[src/rtl/ibex_tlul_core_pkg.sv]
// Shared types and constants for the ibex_tlul_core fetch front-end.

package ibex_tlul_core_pkg;
  typedef enum logic [1:0] {
    StIdle = 2'd0,
    StReq  = 2'd1,
    StRsp  = 2'd2,
    StHalt = 2'd3
  } fetch_state_e;

  localparam logic [7:0] BootOffset = 8'h80;
  localparam int unsigned FetchSize = 2;

  function automatic logic [31:0] next_word_addr(input logic [31:0] addr);
    return addr + 32'd4;
  endfunction
endpackage

[src/rtl/ibex_tlul_deps_pkg.sv]
// Minimal slices of the shared SoC packages (mubi, RAM config, TL-UL, Ibex)
// used by the ibex_tlul_core CPU slot.

package prim_mubi_pkg;
  typedef enum logic [3:0] {
    MuBi4True  = 4'h6,
    MuBi4False = 4'h9
  } mubi4_t;
endpackage

package prim_ram_1p_pkg;
  typedef struct packed {
    logic       cfg_en;
    logic [3:0] cfg;
  } ram_1p_cfg_t;
endpackage

package tlul_pkg;
  typedef enum logic [2:0] {
    PutFullData    = 3'h0,
    PutPartialData = 3'h1,
    Get            = 3'h4
  } tl_a_op_e;

  typedef enum logic [2:0] {
    AccessAck     = 3'h0,
    AccessAckData = 3'h1
  } tl_d_op_e;

  typedef struct packed {
    logic [4:0] rsvd;
    logic [3:0] instr_type;
    logic [6:0] cmd_intg;
    logic [6:0] data_intg;
  } tl_a_user_t;

  localparam tl_a_user_t TL_A_USER_DEFAULT = '{
    rsvd:       5'h00,
    instr_type: 4'h9,
    cmd_intg:   7'h00,
    data_intg:  7'h00
  };

  typedef struct packed {
    logic        a_valid;
    tl_a_op_e    a_opcode;
    logic [2:0]  a_param;
    logic [1:0]  a_size;
    logic [7:0]  a_source;
    logic [31:0] a_address;
    logic [3:0]  a_mask;
    logic [31:0] a_data;
    tl_a_user_t  a_user;
    logic        d_ready;
  } tl_h2d_t;

  typedef struct packed {
    logic        d_valid;
    tl_d_op_e    d_opcode;
    logic [2:0]  d_param;
    logic [1:0]  d_size;
    logic [7:0]  d_source;
    logic        d_sink;
    logic [31:0] d_data;
    logic [13:0] d_user;
    logic        d_error;
    logic        a_ready;
  } tl_d2h_t;
endpackage

package ibex_pkg;
  localparam prim_mubi_pkg::mubi4_t FetchEnableOn  = prim_mubi_pkg::MuBi4True;
  localparam prim_mubi_pkg::mubi4_t FetchEnableOff = prim_mubi_pkg::MuBi4False;

  typedef struct packed {
    logic [31:0] current_pc;
    logic [31:0] next_pc;
    logic [31:0] last_data_addr;
    logic [31:0] exception_pc;
    logic [31:0] exception_addr;
  } crash_dump_t;
endpackage

[src/rtl/ibex_tlul_fetch_fsm.sv]
// Sequential word fetcher: PC, fetch state and the TL-UL A/D handshake.
// IBEX_TLUL_BUS_ERR_ALERT_EN makes d_error latch a bus-error flag and halt.

module ibex_tlul_fetch_fsm
  import ibex_tlul_core_pkg::*;
(
  input  logic        clk_i,
  input  logic        rst_i,
  input  logic        fetch_en,
  input  logic [23:0] boot_base,
  input  logic        a_ready,
  input  logic        d_valid,
  input  logic        d_error,
  input  logic [31:0] d_data,
  output logic        a_valid,
  output logic [31:0] a_address,
  output logic        d_ready,
  output logic [31:0] pc,
  output logic [31:0] instr,
  output logic        bus_err,
  output logic        sleep
);

  fetch_state_e state_q;
  fetch_state_e state_d;
  logic [31:0]  pc_q;
  logic [31:0]  instr_q;
  logic         bus_err_q;
  logic         rsp_done_s;
  logic         rsp_err_s;
  logic         rsp_ok_s;

  assign rsp_done_s = (state_q == StRsp) && d_valid;

`ifdef IBEX_TLUL_BUS_ERR_ALERT_EN
  assign rsp_err_s = rsp_done_s && d_error;
`else
  logic unused_d_error_s;
  assign unused_d_error_s = d_error;
  assign rsp_err_s = 1'b0;
`endif

  assign rsp_ok_s = rsp_done_s && !rsp_err_s;

  // State register
  always_ff @(posedge clk_i) begin
    if (rst_i) begin
      state_q <= StIdle;
    end else begin
      state_q <= state_d;
    end
  end

  // Next-state logic; a request once raised is held until accepted
  always_comb begin
    state_d = state_q;
    case (state_q)
      StIdle: begin
        if (fetch_en) begin
          state_d = StReq;
        end else begin
          state_d = StIdle;
        end
      end
      StReq: begin
        if (a_ready) begin
          state_d = StRsp;
        end else begin
          state_d = StReq;
        end
      end
      StRsp: begin
        if (rsp_err_s) begin
          state_d = StHalt;
        end else if (rsp_ok_s) begin
          state_d = fetch_en ? StReq : StIdle;
        end else begin
          state_d = StRsp;
        end
      end
      StHalt:  state_d = StHalt;
      default: state_d = StIdle;
    endcase
  end

  // Output decode of the current state
  always_comb begin
    a_valid = 1'b0;
    d_ready = 1'b0;
    sleep   = 1'b0;
    case (state_q)
      StIdle:  sleep   = 1'b1;
      StReq:   a_valid = 1'b1;
      StRsp:   d_ready = 1'b1;
      StHalt:  sleep   = 1'b1;
      default: sleep   = 1'b1;
    endcase
  end

  // PC, fetched word and sticky bus-error flag
  always_ff @(posedge clk_i) begin
    if (rst_i) begin
      pc_q      <= {boot_base, BootOffset};
      instr_q   <= 32'h0000_0000;
      bus_err_q <= 1'b0;
    end else begin
      if (rsp_ok_s) begin
        pc_q    <= next_word_addr(pc_q);
        instr_q <= d_data;
      end
      if (rsp_err_s) begin
        bus_err_q <= 1'b1;
      end
    end
  end

  assign a_address = pc_q;
  assign pc        = pc_q;
  assign instr     = instr_q;
  assign bus_err   = bus_err_q;

endmodule

[src/rtl/ibex_tlul_core.sv]
// Pin-compatible Ibex CPU slot that only fetches sequential words over TL-UL.
// IBEX_TLUL_BUS_ERR_ALERT_EN enables the bus-error alert and halt.

module ibex_tlul_core
  import ibex_tlul_core_pkg::*;
(
  input  logic                         clk_i,
  input  logic                         rst_i,
  input  logic                         test_en_i,
  input  prim_ram_1p_pkg::ram_1p_cfg_t ram_cfg_i,
  input  logic [31:0]                  hart_id_i,
  input  logic [31:0]                  boot_addr_i,
  output tlul_pkg::tl_h2d_t            tl_i_o,
  input  tlul_pkg::tl_d2h_t            tl_i_i,
  output tlul_pkg::tl_h2d_t            tl_d_o,
  input  tlul_pkg::tl_d2h_t            tl_d_i,
  input  logic                         irq_software_i,
  input  logic                         irq_timer_i,
  input  logic                         irq_external_i,
  input  logic                         irq_nm_i,
  input  logic                         debug_req_i,
  output ibex_pkg::crash_dump_t        crash_dump_o,
  input  prim_mubi_pkg::mubi4_t        fetch_enable_i,
  output logic                         alert_minor_o,
  output logic                         alert_major_internal_o,
  output logic                         alert_major_bus_o,
  output logic                         debug_fault_seen_o,
  output logic                         core_sleep_o,
  input  logic                         scan_rst_ni,
  input  prim_mubi_pkg::mubi4_t        scanmode_i
);

  logic        fetch_en_s;
  logic        a_valid_s;
  logic [31:0] a_address_s;
  logic        d_ready_s;
  logic [31:0] pc_s;
  logic [31:0] instr_s;
  logic        bus_err_s;
  logic        sleep_s;

  assign fetch_en_s = (fetch_enable_i == ibex_pkg::FetchEnableOn);

  ibex_tlul_fetch_fsm u_fetch_fsm (
    .clk_i     (clk_i),
    .rst_i     (rst_i),
    .fetch_en  (fetch_en_s),
    .boot_base (boot_addr_i[31:8]),
    .a_ready   (tl_i_i.a_ready),
    .d_valid   (tl_i_i.d_valid),
    .d_error   (tl_i_i.d_error),
    .d_data    (tl_i_i.d_data),
    .a_valid   (a_valid_s),
    .a_address (a_address_s),
    .d_ready   (d_ready_s),
    .pc        (pc_s),
    .instr     (instr_s),
    .bus_err   (bus_err_s),
    .sleep     (sleep_s)
  );

  // Instruction port: word-sized Get requests from the fetcher
  always_comb begin
    tl_i_o           = '0;
    tl_i_o.a_valid   = a_valid_s;
    tl_i_o.a_opcode  = tlul_pkg::Get;
    tl_i_o.a_param   = 3'd0;
    tl_i_o.a_size    = 2'(FetchSize);
    tl_i_o.a_source  = 8'd0;
    tl_i_o.a_address = a_address_s;
    tl_i_o.a_mask    = 4'hF;
    tl_i_o.a_data    = 32'd0;
    tl_i_o.a_user    = tlul_pkg::TL_A_USER_DEFAULT;
    tl_i_o.d_ready   = d_ready_s;
  end

  // Data port parked: never requests, always sinks stray responses
  always_comb begin
    tl_d_o          = '0;
    tl_d_o.a_valid  = 1'b0;
    tl_d_o.a_opcode = tlul_pkg::PutFullData;
    tl_d_o.a_user   = tlul_pkg::TL_A_USER_DEFAULT;
    tl_d_o.d_ready  = 1'b1;
  end

  // Crash dump carries only the fetch PC
  always_comb begin
    crash_dump_o                = '0;
    crash_dump_o.current_pc     = pc_s;
    crash_dump_o.next_pc        = next_word_addr(pc_s);
    crash_dump_o.last_data_addr = 32'd0;
  end

  assign alert_minor_o          = 1'b0;
  assign alert_major_internal_o = 1'b0;
  assign alert_major_bus_o      = bus_err_s;
  assign debug_fault_seen_o     = 1'b0;
  assign core_sleep_o           = sleep_s;

  // The fetched word is kept for the decode stage that will replace this slot
  logic unused_inputs_s;
  assign unused_inputs_s = ^{test_en_i, ram_cfg_i, hart_id_i, boot_addr_i[7:0],
                             tl_i_i, tl_d_i, irq_software_i, irq_timer_i,
                             irq_external_i, irq_nm_i, debug_req_i, scan_rst_ni,
                             scanmode_i, instr_s};

endmodule

[config.mk]
export PLATFORM = sky130hd
export DESIGN_NAME = ibex_tlul_core
export DESIGN_NICKNAME = d
export VERILOG_FILES = /design/src/rtl/ibex_tlul_core_pkg.sv /design/src/rtl/ibex_tlul_deps_pkg.sv /design/src/rtl/ibex_tlul_fetch_fsm.sv /design/src/rtl/ibex_tlul_core.sv
export SDC_FILE = /design/constraint.sdc
export NUM_CORES = 1
export LEC_CHECK = 0
export BUFFER_PORTS_ARGS = -buffer_cell sky130_fd_sc_hd__buf_2
export CAP_MARGIN = 20
export CORE_AREA = 5 5 229 231
export CTS_CLUSTER_DIAMETER = 200
export DETAILED_ROUTE_END_ITERATION = 8
export DIE_AREA = 0 0 234 236
export SYNTH_ARGS = -nofsm -noshare
export SYNTH_HDL_FRONTEND = slang
export SYNTH_SLANG_ARGS = --single-unit
[constraint.sdc]
create_clock -name clk_i -period 2.61 [get_ports clk_i]
set_input_delay 0.1305 -clock clk_i [delete_from_list [all_inputs] [get_ports clk_i]]
set_output_delay 0.1305 -clock clk_i [all_outputs]
set_load 0.005 [all_outputs]
==> impl_metrics.yaml <==
place:
  dpl_cell_area_um2: 4970
  port_buffers: 124
  dp_hpwl_um: 14200
  gp_congestion: 0.681
  placed_cells: 1342
synth:
  ys_async_sr_fraction: 0
  synth_top_area_share: 0.517
  ys.flop_type: "edfxtp_1"
  yosysTopAreaCell: "buf_4"
  seq_area_frac_synth: 0.187
  synth_cell_type_count: 48
  syn-cell-area_um2: 4720
  ys_warn_count: 0
  synthTopCellsByArea: "buf_4 52%, edfxtp_1 15%, dfxtp_1 3.4%"
  synth_seq_cells: 32
  syn_area_per_cell_um2: 8.24
  synthCells: 573
  synth_most_common_cell: "buf_4"
  synth_edf_count: 24
  synth_commonest_cells: "325 x buf_4, 29 x nand2_1, 24 x edfxtp_1, 21 x nor2_1, 18 x xnor2_1"
sta:
  finalClockSkew_ns: 0.00725
  period_needed_ns: 2.45
  maxSlewViolCount: 0
  rsz0062_at_grt: "no"
  fmax_mhz: 408
  setup_viol: 0
  hold_viol: 0
  hold_ws_ns: 0.114
  period_share: 0.940
  setup_tns_ns: 0
power_and_ir_drop:
  peakVddDrop_mv: 0.191
  power_leakage_nw: 2.47
  p_per_area_nw_per_um2: 329
  p_total_mw: 1.69
grt:
  grt_pass1_vias: 2969
  grt_max_degree: 23
  grt_pass1_wl_um: 21500
  grt_use_total: 0.0551
  antenna_found_initial: 6
  grt-ovfl-total: 0
worst_setup_path:
  max_stage_delay_ns: 0.70
  crit_path_max_fanout: 10
  crit_path_start_kind: "flip-flop"
  reg2reg_slack_ns: 0.33
  rr_endpoint: "u_fetch_fsm.a_address[20]"
  worst-path-buf-inv: 1
  crit_type: "reg -> out"
  r2r_start: "u_fetch_fsm.a_address[3]"
  worstSetupEndpointType: "output port"
  crit_path_cell_trace: "ha_1 -> nand3_4 -> or4_4 -> nor3_2 -> xor2_1 -> buf_2"
  cp_data_required_time_ns: 2.48
  crit_slowest_cell: "or4_4"
  startpoint: "u_fetch_fsm.a_address[3]"
  worstPathArrival_ns: 2.32
  crit_family: "simple AND/OR/NAND/NOR gates"
  reg2reg_depth: 5
cells_and_area:
  synthToLayoutAreaGrowth_pct: 9.09
  drive_gt1_frac: 0.248
  design_area_um2: 5150
  fin_cells: 1354
  nets: 900
min_path:
  hold_start: "boot_addr_i[26]"
  min_to: "u_fetch_fsm.a_address[26]"
  hold_path_class: "in -> reg"
  hold_depth: 2
drt:
  drc_errors: 0
  wl_per_cell_um: 12.4
  firstDrtPassIters: 4
  vias: 3325
  drt_iter0_drc: 88
  wl_um: 16700
  vias_per_cell: 2.46
  route.antenna.remaining_nets: 0
floorplan:
  die_area_um2: 55200
  fp.dieH_um: 236
  core_area_um2: 49900
  start_util: 0.0947
  num_rows: 82
  die_w_um: 234
  ios: 601
clock_tree:
  postCtsSetupBuffers: 0
  insertion_delay_ns: 0.30
  cts_buffer_depth: 2
  clk_pin_slew_ns: 0.06
  cts_root_buffer: "clkbuf_16"
  htree_levels: 2
  clock_sinks: 32
  numCtsBuffers: 5
  cts_tree: "yes"
run_status:
  status: "finished, final reports clean"
job:
  max_cap_viol_count: 0
per-layer routing:
layer  track usage  up-vias  wire length [µm]
met5             0        -                21
met4        0.0194        4               336
met3        0.0287       23              2600
met2        0.0895      275              7550
met1        0.0617     1532              6240
li1              -     1491                 -
registers in the layout, indices dropped and copies added (netlist names):
name / flops
u_fetch_fsm.a_address: 30
u_fetch_fsm.state_q: 2
placed cells by master (no fill, tap or decap), types with 2 or more instances in the layout:
cell type	instances
conb_1	290
buf_2	124
nand2_1	29
edfxtp_1	24
buf_4	21
nor2_1	20
xnor2_1	18
xor2_1	13
nand3_1	11
inv_1	9
a21oi_1	9
a22o_1	9
and3_1	8
a221o_1	8
dfxtp_1	8
nand4_1	6
nor4_1	6
nor3_1	6
clkbuf_16	6
a211o_1	5
ha_1	5
diode_2	4
and2_1	4
o21ai_0	3
or3_1	2
and4_1	2
a31oi_1	2
or3_2	2
buf_12	2
how the worst max path moves through the flow:
stage	end	slack, ns	cells after the start
6_report	crash_dump_o[120]	0.16	6
3_3_place_gp	u_fetch_fsm.a_address[20]	0.34	5
5_1_grt	crash_dump_o[120]	0.01	6
3_5_place_dp	u_fetch_fsm.a_address[20]	0.32	5
4_1_cts	crash_dump_o[120]	0.03	6
2_1_floorplan	u_fetch_fsm.a_address[20]	0.39	6
worst register-to-register path, stage by stage (launching register included):
cell,delay (ns)
dfxtp_1,0.34
ha_1,0.25
nand3_4,0.21
or4_4,0.71
o211a_1,0.27
a221o_1,0.26
kinds of logic (layout without fill, tap and decap cells):
kind of cell,after synthesis,count (layout),share of synthesized area
compound gates,44,44,0.0726
other cells,2,294,0.00159
buf+inv,347,164,0.536
flops,32,32,0.187
xor+xnor,31,31,0.0575
fa+ha+maj,5,5,0.0132
simple gates,112,112,0.132
final cells by class:
class	instances	area, µm²
multi-input cells	482	2410
diodes	4	10.0
fillers	5825	44700
inverters	9	33.8
clock inverters	2	11.3
clock buffers	6	150
flip-flops and latches	32	881
well taps	672	841
repair buffers	147	818
where the power goes:
part           total, mW  internal, mW  switching, mW
Combinational      0.379         0.125          0.255
Sequential         0.632         0.583         0.0494
Clock              0.681         0.411          0.269
Total               1.69          1.12          0.573
metrics by stage:
stage / worst slack [ns] / util
floorplan: 0.387 / -
global placement: 0.335 / 0.0997
detailed placement: 0.316 / 0.0997
CTS: 0.0288 / 0.103
global route: 0.0137 / 0.103
finish: 0.157 / 0.103
what timing repair did:
item                       in CTS  in global routing
setup endpoints to repair       0                  2
gates resized for setup         0                  2
hold buffers                    0                  0
Note: power is estimated with default switching activity, not from simulation.
